--- config.mk ---
export PLATFORM = sky130hd
export DESIGN_NAME = fc_accumulator
export DESIGN_NICKNAME = d
export VERILOG_FILES = /design/src/rtl/fc_accumulator.sv
export SDC_FILE = /design/constraint.sdc
export NUM_CORES = 1
export LEC_CHECK = 0
export CELL_PAD_IN_SITES_DETAIL_PLACEMENT = 1
export CELL_PAD_IN_SITES_GLOBAL_PLACEMENT = 1
export CORE_MARGIN = 1
export CORE_UTILIZATION = 30
export DETAILED_ROUTE_END_ITERATION = 10
export DONT_BUFFER_PORTS = 1
export GPL_TIMING_DRIVEN = 0
export PLACE_DENSITY_LB_ADDON = 0.1
export SYNTH_ARGS = -nofsm -noshare
export SYNTH_HDL_FRONTEND = slang
export SYNTH_SLANG_ARGS = --single-unit
export TNS_END_PERCENT = 50
--- constraint.sdc ---
create_clock -name clk -period 3.33 [get_ports clk]
set_clock_uncertainty 0.05 [all_clocks]
set_input_delay 0.666 -clock clk [delete_from_list [all_inputs] [get_ports clk]]
set_output_delay 0.666 -clock clk [all_outputs]
set_load 0.01 [all_outputs]
--- src/rtl/fc_accumulator.sv ---
// ============================================================================
// fc_accumulator : sums chunked FC partials plus bias, ReLU+saturate, 2-deep out queue
// Revision: 1.0
// ============================================================================
`default_nettype none

module fc_accumulator #(
  parameter int WORD_SIZE          = 16,
  parameter int CHUNK_NUM          = 8,
  parameter int OUTPUT_CHANNEL_NUM = 100,
  parameter int ACC_WIDTH          = 24,
  localparam int IDX_W = (OUTPUT_CHANNEL_NUM > 1) ? $clog2(OUTPUT_CHANNEL_NUM) : 1
) (
  input  logic                 clk,
  input  logic                 rst_n,
  input  logic                 i_start,
  input  logic                 i_valid,
  input  logic [WORD_SIZE-1:0] i_partial,
  input  logic [WORD_SIZE-1:0] i_bias,
  output logic                 o_in_ready,
  output logic                 o_valid,
  output logic [WORD_SIZE-1:0] o_data,
  output logic [IDX_W-1:0]     o_index,
  input  logic                 i_ready,
  output logic                 o_layer_done,
  output logic                 o_overflow
);

  localparam int CNT_W = (CHUNK_NUM > 1) ? $clog2(CHUNK_NUM) : 1;
  localparam logic [CNT_W-1:0]     C_LAST_CHUNK  = CNT_W'(CHUNK_NUM - 1);
  localparam logic [IDX_W-1:0]     C_LAST_NEURON = IDX_W'(OUTPUT_CHANNEL_NUM - 1);
  localparam logic [ACC_WIDTH-1:0] C_POS_MAX     =
    {{(ACC_WIDTH-WORD_SIZE+1){1'b0}}, {(WORD_SIZE-1){1'b1}}};
  localparam logic [WORD_SIZE-1:0] C_SAT         = {1'b0, {(WORD_SIZE-1){1'b1}}};

  logic [CNT_W-1:0]     r_chunk_cnt;
  logic [IDX_W-1:0]     r_neuron_cnt;
  logic [ACC_WIDTH-1:0] r_acc;
  logic [WORD_SIZE-1:0] r_mem_data [2];
  logic [IDX_W-1:0]     r_mem_idx  [2];
  logic                 r_wr_ptr;
  logic                 r_rd_ptr;
  logic [1:0]           r_count;
  logic                 r_layer_done;
  logic                 r_overflow;

  logic                 w_first;
  logic                 w_last;
  logic [ACC_WIDTH-1:0] w_base;
  logic [ACC_WIDTH-1:0] w_sum;
  logic [WORD_SIZE-1:0] w_act;
  logic                 w_in_ready;
  logic                 w_take;
  logic                 w_final;
  logic                 w_push;
  logic                 w_drop;
  logic                 w_pop;

  assign w_first = (r_chunk_cnt == '0);
  assign w_last  = (r_chunk_cnt == C_LAST_CHUNK);
  assign w_base  = w_first ? {{(ACC_WIDTH-WORD_SIZE){i_bias[WORD_SIZE-1]}}, i_bias} : r_acc;
  assign w_sum   = w_base + {{(ACC_WIDTH-WORD_SIZE){i_partial[WORD_SIZE-1]}}, i_partial};

  // Negative sums clamp to zero; positive sums beyond the word range clamp to max.
  assign w_act = w_sum[ACC_WIDTH-1]   ? '0    :
                 (w_sum > C_POS_MAX)  ? C_SAT :
                 w_sum[WORD_SIZE-1:0];

  assign w_in_ready = (r_count != 2'd2);
  assign w_take     = i_valid && !i_start;
  assign w_final    = w_take && w_last;
  assign w_push     = w_final && w_in_ready;
  assign w_drop     = w_final && !w_in_ready;
  assign w_pop      = (r_count != 2'd0) && i_ready;

  always_ff @(posedge clk) begin
    if (rst_n || i_start) begin
      r_chunk_cnt   <= '0;
      r_neuron_cnt  <= '0;
      r_acc         <= '0;
      r_mem_data[0] <= '0;
      r_mem_data[1] <= '0;
      r_mem_idx[0]  <= '0;
      r_mem_idx[1]  <= '0;
      r_wr_ptr      <= 1'b0;
      r_rd_ptr      <= 1'b0;
      r_count       <= 2'd0;
      r_layer_done  <= 1'b0;
    end else begin
      r_layer_done <= 1'b0;
      if (w_take) begin
        r_acc       <= w_sum;
        r_chunk_cnt <= w_last ? '0 : r_chunk_cnt + 1'b1;
      end
      // Neuron index advances even on a drop so it stays aligned with upstream.
      if (w_final) begin
        r_neuron_cnt <= (r_neuron_cnt == C_LAST_NEURON) ? '0 : r_neuron_cnt + 1'b1;
        r_layer_done <= (r_neuron_cnt == C_LAST_NEURON);
      end
      if (w_push) begin
        r_mem_data[r_wr_ptr] <= w_act;
        r_mem_idx[r_wr_ptr]  <= r_neuron_cnt;
        r_wr_ptr             <= ~r_wr_ptr;
      end
      if (w_pop) begin
        r_rd_ptr <= ~r_rd_ptr;
      end
      case ({w_push, w_pop})
        2'b10:   r_count <= r_count + 2'd1;
        2'b01:   r_count <= r_count - 2'd1;
        default: r_count <= r_count;
      endcase
    end
  end

  always_ff @(posedge clk) begin
    if (rst_n) begin
      r_overflow <= 1'b0;
    end else if (w_drop) begin
      r_overflow <= 1'b1;
    end
  end

  assign o_in_ready   = w_in_ready;
  assign o_valid      = (r_count != 2'd0);
  assign o_data       = r_mem_data[r_rd_ptr];
  assign o_index      = r_mem_idx[r_rd_ptr];
  assign o_layer_done = r_layer_done;
  assign o_overflow   = r_overflow;

endmodule

`default_nettype wire

==> results of run 1 <==
==> cells in the final DEF (no fill, tap or decap), types with 11 or more instances in the layout <==
master / instances
and2_1: 16
mux2_2: 23
nand2_1: 92
clkbuf_1: 11
ha_1: 24
a21oi_2: 27
clkbuf_16: 11
a21oi_1: 38
xnor2_1: 12
nor2_1: 61
nor3_1: 11
dfxtp_1: 39
xor2_1: 12
edfxtp_1: 46
buf_4: 13
==> sequential cells by signal, summed over array words and instances, names as in the netlist, 2 cells and up, named ones only <==
signal	flops
r_chunk_cnt	3
r_neuron_cnt	7
r_mem_idx	14
r_mem_data	32
r_acc	24
r_count	2
==> per-layer routing <==
metal  GRT usage, %  share of wire (%)  wire (um)
met1           23.3                 47       7200
met2           29.7                 49       7410
met3           2.47                2.7        418
met4           5.37                1.5        222
met5              0                  0          0
==> logic make-up after synthesis <==
family                   count (synthesis)
XOR/XNOR                                29
buffers and inverters                   40
AO/OA/AOI/OAI                          126
AND/OR/NAND/NOR                        228
other                                    1
adder cells (fa/ha/maj)                 29
multiplexers                            28
flip-flops                              87
==> worst paths after layout <==
check                               startpoint  slack (ns)  cells past startpoint                 to
worst min-delay path                     rst_n        0.34                      1         o_overflow
worst min register to register       r_acc[15]        0.41                      2          r_acc[15]
worst max-delay path            r_chunk_cnt[1]       -0.49                     19  r_mem_data[0][11]
worst max register to register  r_chunk_cnt[1]       -0.49                     19  r_mem_data[0][11]
==> worst max-delay path, delay by kind of cell, from the launching register on <==
kind | cells | cell delay, ns
buffers and inverters | 6 | 0.86
adder cells (fa/ha/maj) | 2 | 0.38
flip-flops | 1 | 0.33
AO/OA/AOI/OAI | 5 | 0.81
AND/OR/NAND/NOR | 6 | 1.12
==> final cells by class <==
| type | instances | area [sq um] |
|---|---|---|
| sequential | 87 | 2200 |
| timing repair buffer | 17 | 193 |
| clock inverter | 6 | 50.0 |
| clock buffer | 10 | 250 |
| inverter | 11 | 41.3 |
| fill | 1925 | 10500 |
| tap | 220 | 275 |
| buffer | 27 | 200 |
| multi-input combinational | 442 | 3090 |
==> per-stage QoR <==
stage	cells	TNS (ns)
global route	820	-19.26
floorplan	569	-1.77
detailed placement	790	-30.54
finish	820	-13.95
CTS	814	-16.16
global placement	789	-39.29
==> repair_timing <==
item,4_1_cts,5_1_grt
gates cloned,3,1
setup endpoints to repair,44,63
endpoints found under the hold margin,0,0
hold buffers,0,0
gates resized for setup,27,36
pin swaps,15,13
setup buffers,6,6
==> power breakdown <==
part           internal (mW)  total (mW)  switching (mW)
clock network          0.561        1.02           0.460
registers               1.17        1.19          0.0159
logic                  0.265       0.702           0.438
total                   2.00        2.91           0.914
==> run summary, run 1 <==
top cell type by total area after synthesis: edfxtp_1
CTS buffer count: 9
WL per Instance: 18.6 um
HP Class: in -> reg
cells after synthesis: 568
global-route wire length before repair: 24,100 um
worst vdd ir: 210 uV
Worst Max-Slew Pin Slew: 0.850 ns
Crit Path Class: reg -> reg
Final period util: 115%
failing checks: setup timing
Simple-Gate Fraction of Synth Area: 20.2%
Detailed Route WL: 15,300 um
clock slew at reported path FFs: 0.07 ns
total clock sinks: 87
Fmax achieved: 262 MHz
P per Cell Area: 461 nW/um^2
CTS max path bufs: 2
Die Y: 134 um
final core utilization: 37.6%
Synth Area in Compound Gates: 15.4%
Startpoint Class: flop
Worst Path Arrival: 3.84 ns
Initial Utilization: 31.0%
Vias: 4,153
relative max-transition margin: 42.9%
design area: 6310 sq um
crit path time final: 3.82 ns
Routed Antenna Nets: 0
xor and xnor fraction of the mapped netlist area: 4.88%
Vias/cell: 5.06
share of the synthesized area in the top cell type: 26.6%
largest net degree at the start of global routing: 24
clock root cell: clkbuf_16
Leak: 2.47 nW
area of the core: 16,800 sq um
DP Worst Slack: -0.940 ns
register bit total from synthesis: 87
routability cong.: 0.787
most numerous cell in the Yosys netlist: nand2_1
DP Area: 5590 sq um
ant diodes: 0
port bufs: 0
Synth Flop Type: edfxtp_1
Setup crit end kind: flop
mux cell area share after synthesis: 5.94%
global route total overflow: 0
cell area after synthesis: 5200 sq um
share of layout cells above drive strength 1: 23.7%
DRC viols: 0
first-pass iteration count of the detailed router: 6
CTS tree: built
Final Setup Violations: 31
post-synthesis async set-or-reset flop share: 0%
unrepaired setup endpoints after global routing: true
clk_lat worst skew: 0.34 ns
Power Total: 2.91 mW
H-tree depth: 3
Chip Width: 134 um
CP peak stage delay: 0.47 ns
Post-synth top cells: 96 x nand2_1, 64 x a21oi_1, 62 x nor2_1
Post-synth EDFFs: 46
I/O pins: 64
top cells by area, synth: edfxtp_1 27%, dfxtp_1 16%, nand2_1 6.9%
post-synthesis adder-cell area fraction: 7.12%
main combinational cell family by area after synthesis: simple AND/OR/NAND/NOR gates
YS warnings: 0
WP data required: 3.35 ns
Fin. Hold Viols: 0
crit-path cells: inv_2 -> ha_4 -> nor2b_4 -> buf_4 -> buf_4 -> nand2_1 -> nand2_1 -> ha_1 -> buf_2 -> a21oi_1 -> o21ai_0 -> a21o_1 -> or4_1 -> a21oi_2 -> nand4_2 -> nor4_4 -> buf_6 -> buf_8 -> a21oi_1
Yosys cell types: 55
Layout Nets: 661
Post-DP HPWL: 11,600 um
vias in the first global route: 4,384
status: finished, violations left
Syn Area/Cell: 9.16 sq um
Slew Limit Fails: 0
# rows: 47
sequential area share after synthesis: 42.3%
initial antenna violation count: 0
Max-Cap Viols: 0
number of DRC markers in iteration 0: 196
Slowest-stage cell, CP: or4_1
All-Layer GR Usage: 17.6%
Hold WS: 0.343 ns
largest fanout on the critical path: 8
area delta synth->final: 21.3%
Worst Slack Setup Final: -0.493 ns
die area: 17,900 sq um
Note: power is estimated with default switching activity, not from simulation.
==> inputs of run 2 (changes only) <==
Settings changed: CTS_BUF_LIST set to sky130_fd_sc_hd__clkbuf_8 sky130_fd_sc_hd__clkbuf_16.
==> results of run 2 <==
The final DEF is identical to that of run 1; final timing and power are the same.
==> inputs of run 3 (changes only) <==
Settings changed: GPL_TIMING_DRIVEN 0 to 1.
Clock period 3.33 ns to 3.4 ns, I/O delays scaled along.
==> run summary, run 3 (synthesis results as in run 1) <==
leading cell type in the layout, fill and taps excluded: nand2_1
area delta synth->final: 25.5%
Slew Limit Fails: 0 (unchanged)
DRC viols: 0 (unchanged)
Chip Width: 134 um (unchanged)
WP data required: 3.45 ns (+0.10 ns)
most frequent cells in the layout: 94 x nand2_1, 84 x buf_4, 62 x nor2_1
Crit Path Class: reg -> reg
Fin. Hold Viols: 0 (unchanged)
Die Y: 134 um (unchanged)
multi-input logic area: 2950 sq um (-4.5%)
total clock sinks: 87 (unchanged)
I/O pins: 64 (unchanged)
Top Family by Delay on Critical Path: compound AO/OA/AOI/OAI gates
number of DRC markers in iteration 0: 161 (-18%)
failing checks: setup timing
Slowest-stage cell, CP: fa_2
largest fanout on the critical path: 15 (+7)
global route total overflow: 0 (unchanged)
Routed Antenna Nets: 0 (unchanged)
CTS buffer count: 9 (unchanged)
ant diodes: 0 (unchanged)
routability cong.: 0.804 (+2.2%)
Hold Path Cell Cnt: 1 (unchanged)
Worst Hold Path EP: o_overflow
Worst Slack Setup Final: -0.266 ns (+0.227 ns)
share of layout cells above drive strength 1: 28.3% (+4.7 points)
FF-to-FF End: r_mem_data[1][11]
Biggest register: r_mem_data
port bufs: 0 (unchanged)
Startpoint Class: flop
Post-DP HPWL: 11,700 um (+0.48%)
Leak: 2.70 nW (+9.3%)
status: finished, violations left
Worst Max-Slew Pin Slew: 0.757 ns (-0.0934 ns)
worst vdd ir: 270 uV (+29%)
relative max-transition margin: 49.6% (+6.7 points)
All-Layer GR Usage: 17.7% (+0.11 points)
Crit. path cell count: 17 (-2)
CTS tree: built
Setup crit end kind: flop
register area: 2200 sq um (unchanged)
CTS Hold Bufs: 0 (unchanged)
clock root cell: clkbuf_16
Max-Cap Viols: 0 (unchanged)
clk_lat worst skew: 0.35 ns (about the same)
area of the core: 16,800 sq um (unchanged)
Detailed Route WL: 15,400 um (+1.2%)
Final period util: 108% (-7.0 points)
P per Cell Area: 454 nW/um^2 (-1.6%)
unrepaired setup endpoints after global routing: true
first-pass iteration count of the detailed router: 4 (-2)
design area: 6530 sq um (+3.5%)
crit path time final: 3.67 ns (-0.157 ns)
Power Total: 2.96 mW (+1.9%)
DP Area: 6030 sq um (+8.0%)
H-tree depth: 3 (unchanged)
HP Class: in -> reg
initial antenna violation count: 0 (unchanged)
die area: 17,900 sq um (unchanged)
Initial Utilization: 31.0% (unchanged)
Vias/cell: 5.03 (-0.71%)
sum of negative setup slack: -7.33 ns (+6.62 ns)
FF-to-FF Start: r_chunk_cnt[0]
worst-case reg-to-reg path depth: 17 (-2)
CTS max path bufs: 2 (unchanged)
Vias: 4,355 (+4.9%)
Final Setup Violations: 30 (-3.2%)
vias in the first global route: 4,553 (+3.9%)
largest net degree at the start of global routing: 35 (+46%)
Buffers & Inverters on Critical Path: 4 (-2)
CP peak stage delay: 0.42 ns (-0.05 ns)
Fmax achieved: 273 MHz (+4.3%)
Worst Path Arrival: 3.71 ns (-0.13 ns)
# rows: 47 (unchanged)
biggest regs: r_mem_data (32), r_acc (24), r_mem_idx (14)
global-route wire length before repair: 24,200 um (+0.60%)
# fillers: 1,946 (+1.1%)
crit-path cells: inv_2 -> ha_4 -> nor2b_4 -> buf_4 -> nand2_2 -> nand2_2 -> fa_2 -> a211oi_4 -> o211ai_1 -> a311o_1 -> nor2b_4 -> o311ai_4 -> nand4_2 -> nor4_4 -> buf_6 -> clkbuf_16 -> a21oi_1
WL per Instance: 17.8 um (-4.2%)
max reg flops: 32 (unchanged)
Hold Crit Start: rst_n
clock slew at reported path FFs: 0.06 ns (about the same)
Worst R2R Setup Slack: -0.27 ns (+0.23 ns)
Layout Nets: 707 (+7.0%)
## run 3: cell types whose count changed in the layout (fill, tap and decap cells not counted), sizes merged
cell      before  now
clkbuf        26   11
clkinvlp       1    2
inv           12   13
bufinv         0    1
buf           28   88
clkinv         4    2
## run 3: stage by stage
step,hold WS (ns),setup slack (ns),std cells,util [%]
2_1_floorplan,0.387,0.00732,569,-
3_3_place_gp,0.395,-0.187,844,36.0
3_5_place_dp,0.400,-0.236,844,36.0
4_1_cts,0.335,-0.221,860,37.9
5_1_grt,0.345,-0.452,866,39.0
6_report,0.349,-0.266,866,39.0
## run 3: metal layers
| layer | vias up | wire [um] | GRT usage, % |
|---|---|---|---|
| met2 | 52 | 7570 | 30.2 |
| li1 | 2141 | - | - |
| met4 | 0 | 248 | 6.19 |
| met5 | - | 0 | 0 |
| met3 | 14 | 469 | 2.85 |
| met1 | 2148 | 7150 | 22.7 |
## run 3: final cells by class
type	instances	area share, %
well taps	220	4.21
clock buffers	9	3.45
flip-flops and latches	87	33.8
clock inverters	7	1.21
repair buffers	90	11.5
multi-input cells	442	45.2
inverters	11	0.632
## run 3: worst max-delay path by stage
stage | slack (ns) | to | startpoint
global placement | -0.19 | r_mem_data[0][12] | r_chunk_cnt[1]
finish | -0.27 | r_mem_data[1][11] | r_chunk_cnt[0]
floorplan | 0.007 | r_mem_data[0][14] | r_chunk_cnt[0]
global route | -0.45 | r_mem_data[1][2] | r_chunk_cnt[1]
CTS | -0.22 | r_mem_data[0][8] | r_chunk_cnt[1]
detailed placement | -0.24 | r_mem_data[1][10] | r_chunk_cnt[0]
## run 3: repair_timing
| item | CTS | global route |
|---|---|---|
| cloned | 0 | 2 |
| setup endpoints to repair | 31 | 33 |
| pin swaps | 0 | 9 |
| resized for setup | 3 | 27 |
| buffers inserted | 0 | 4 |
## run 3: report_power, final
part / switching (mW) / leakage (nW) / internal (mW) / total [mW]
clock: 0.455 / 0.144 / 0.579 / 1.03
sequential: 0.0152 / 0.841 / 1.15 / 1.16
combinational: 0.427 / 1.71 / 0.343 / 0.771
total: 0.897 / 2.70 / 2.07 / 2.96
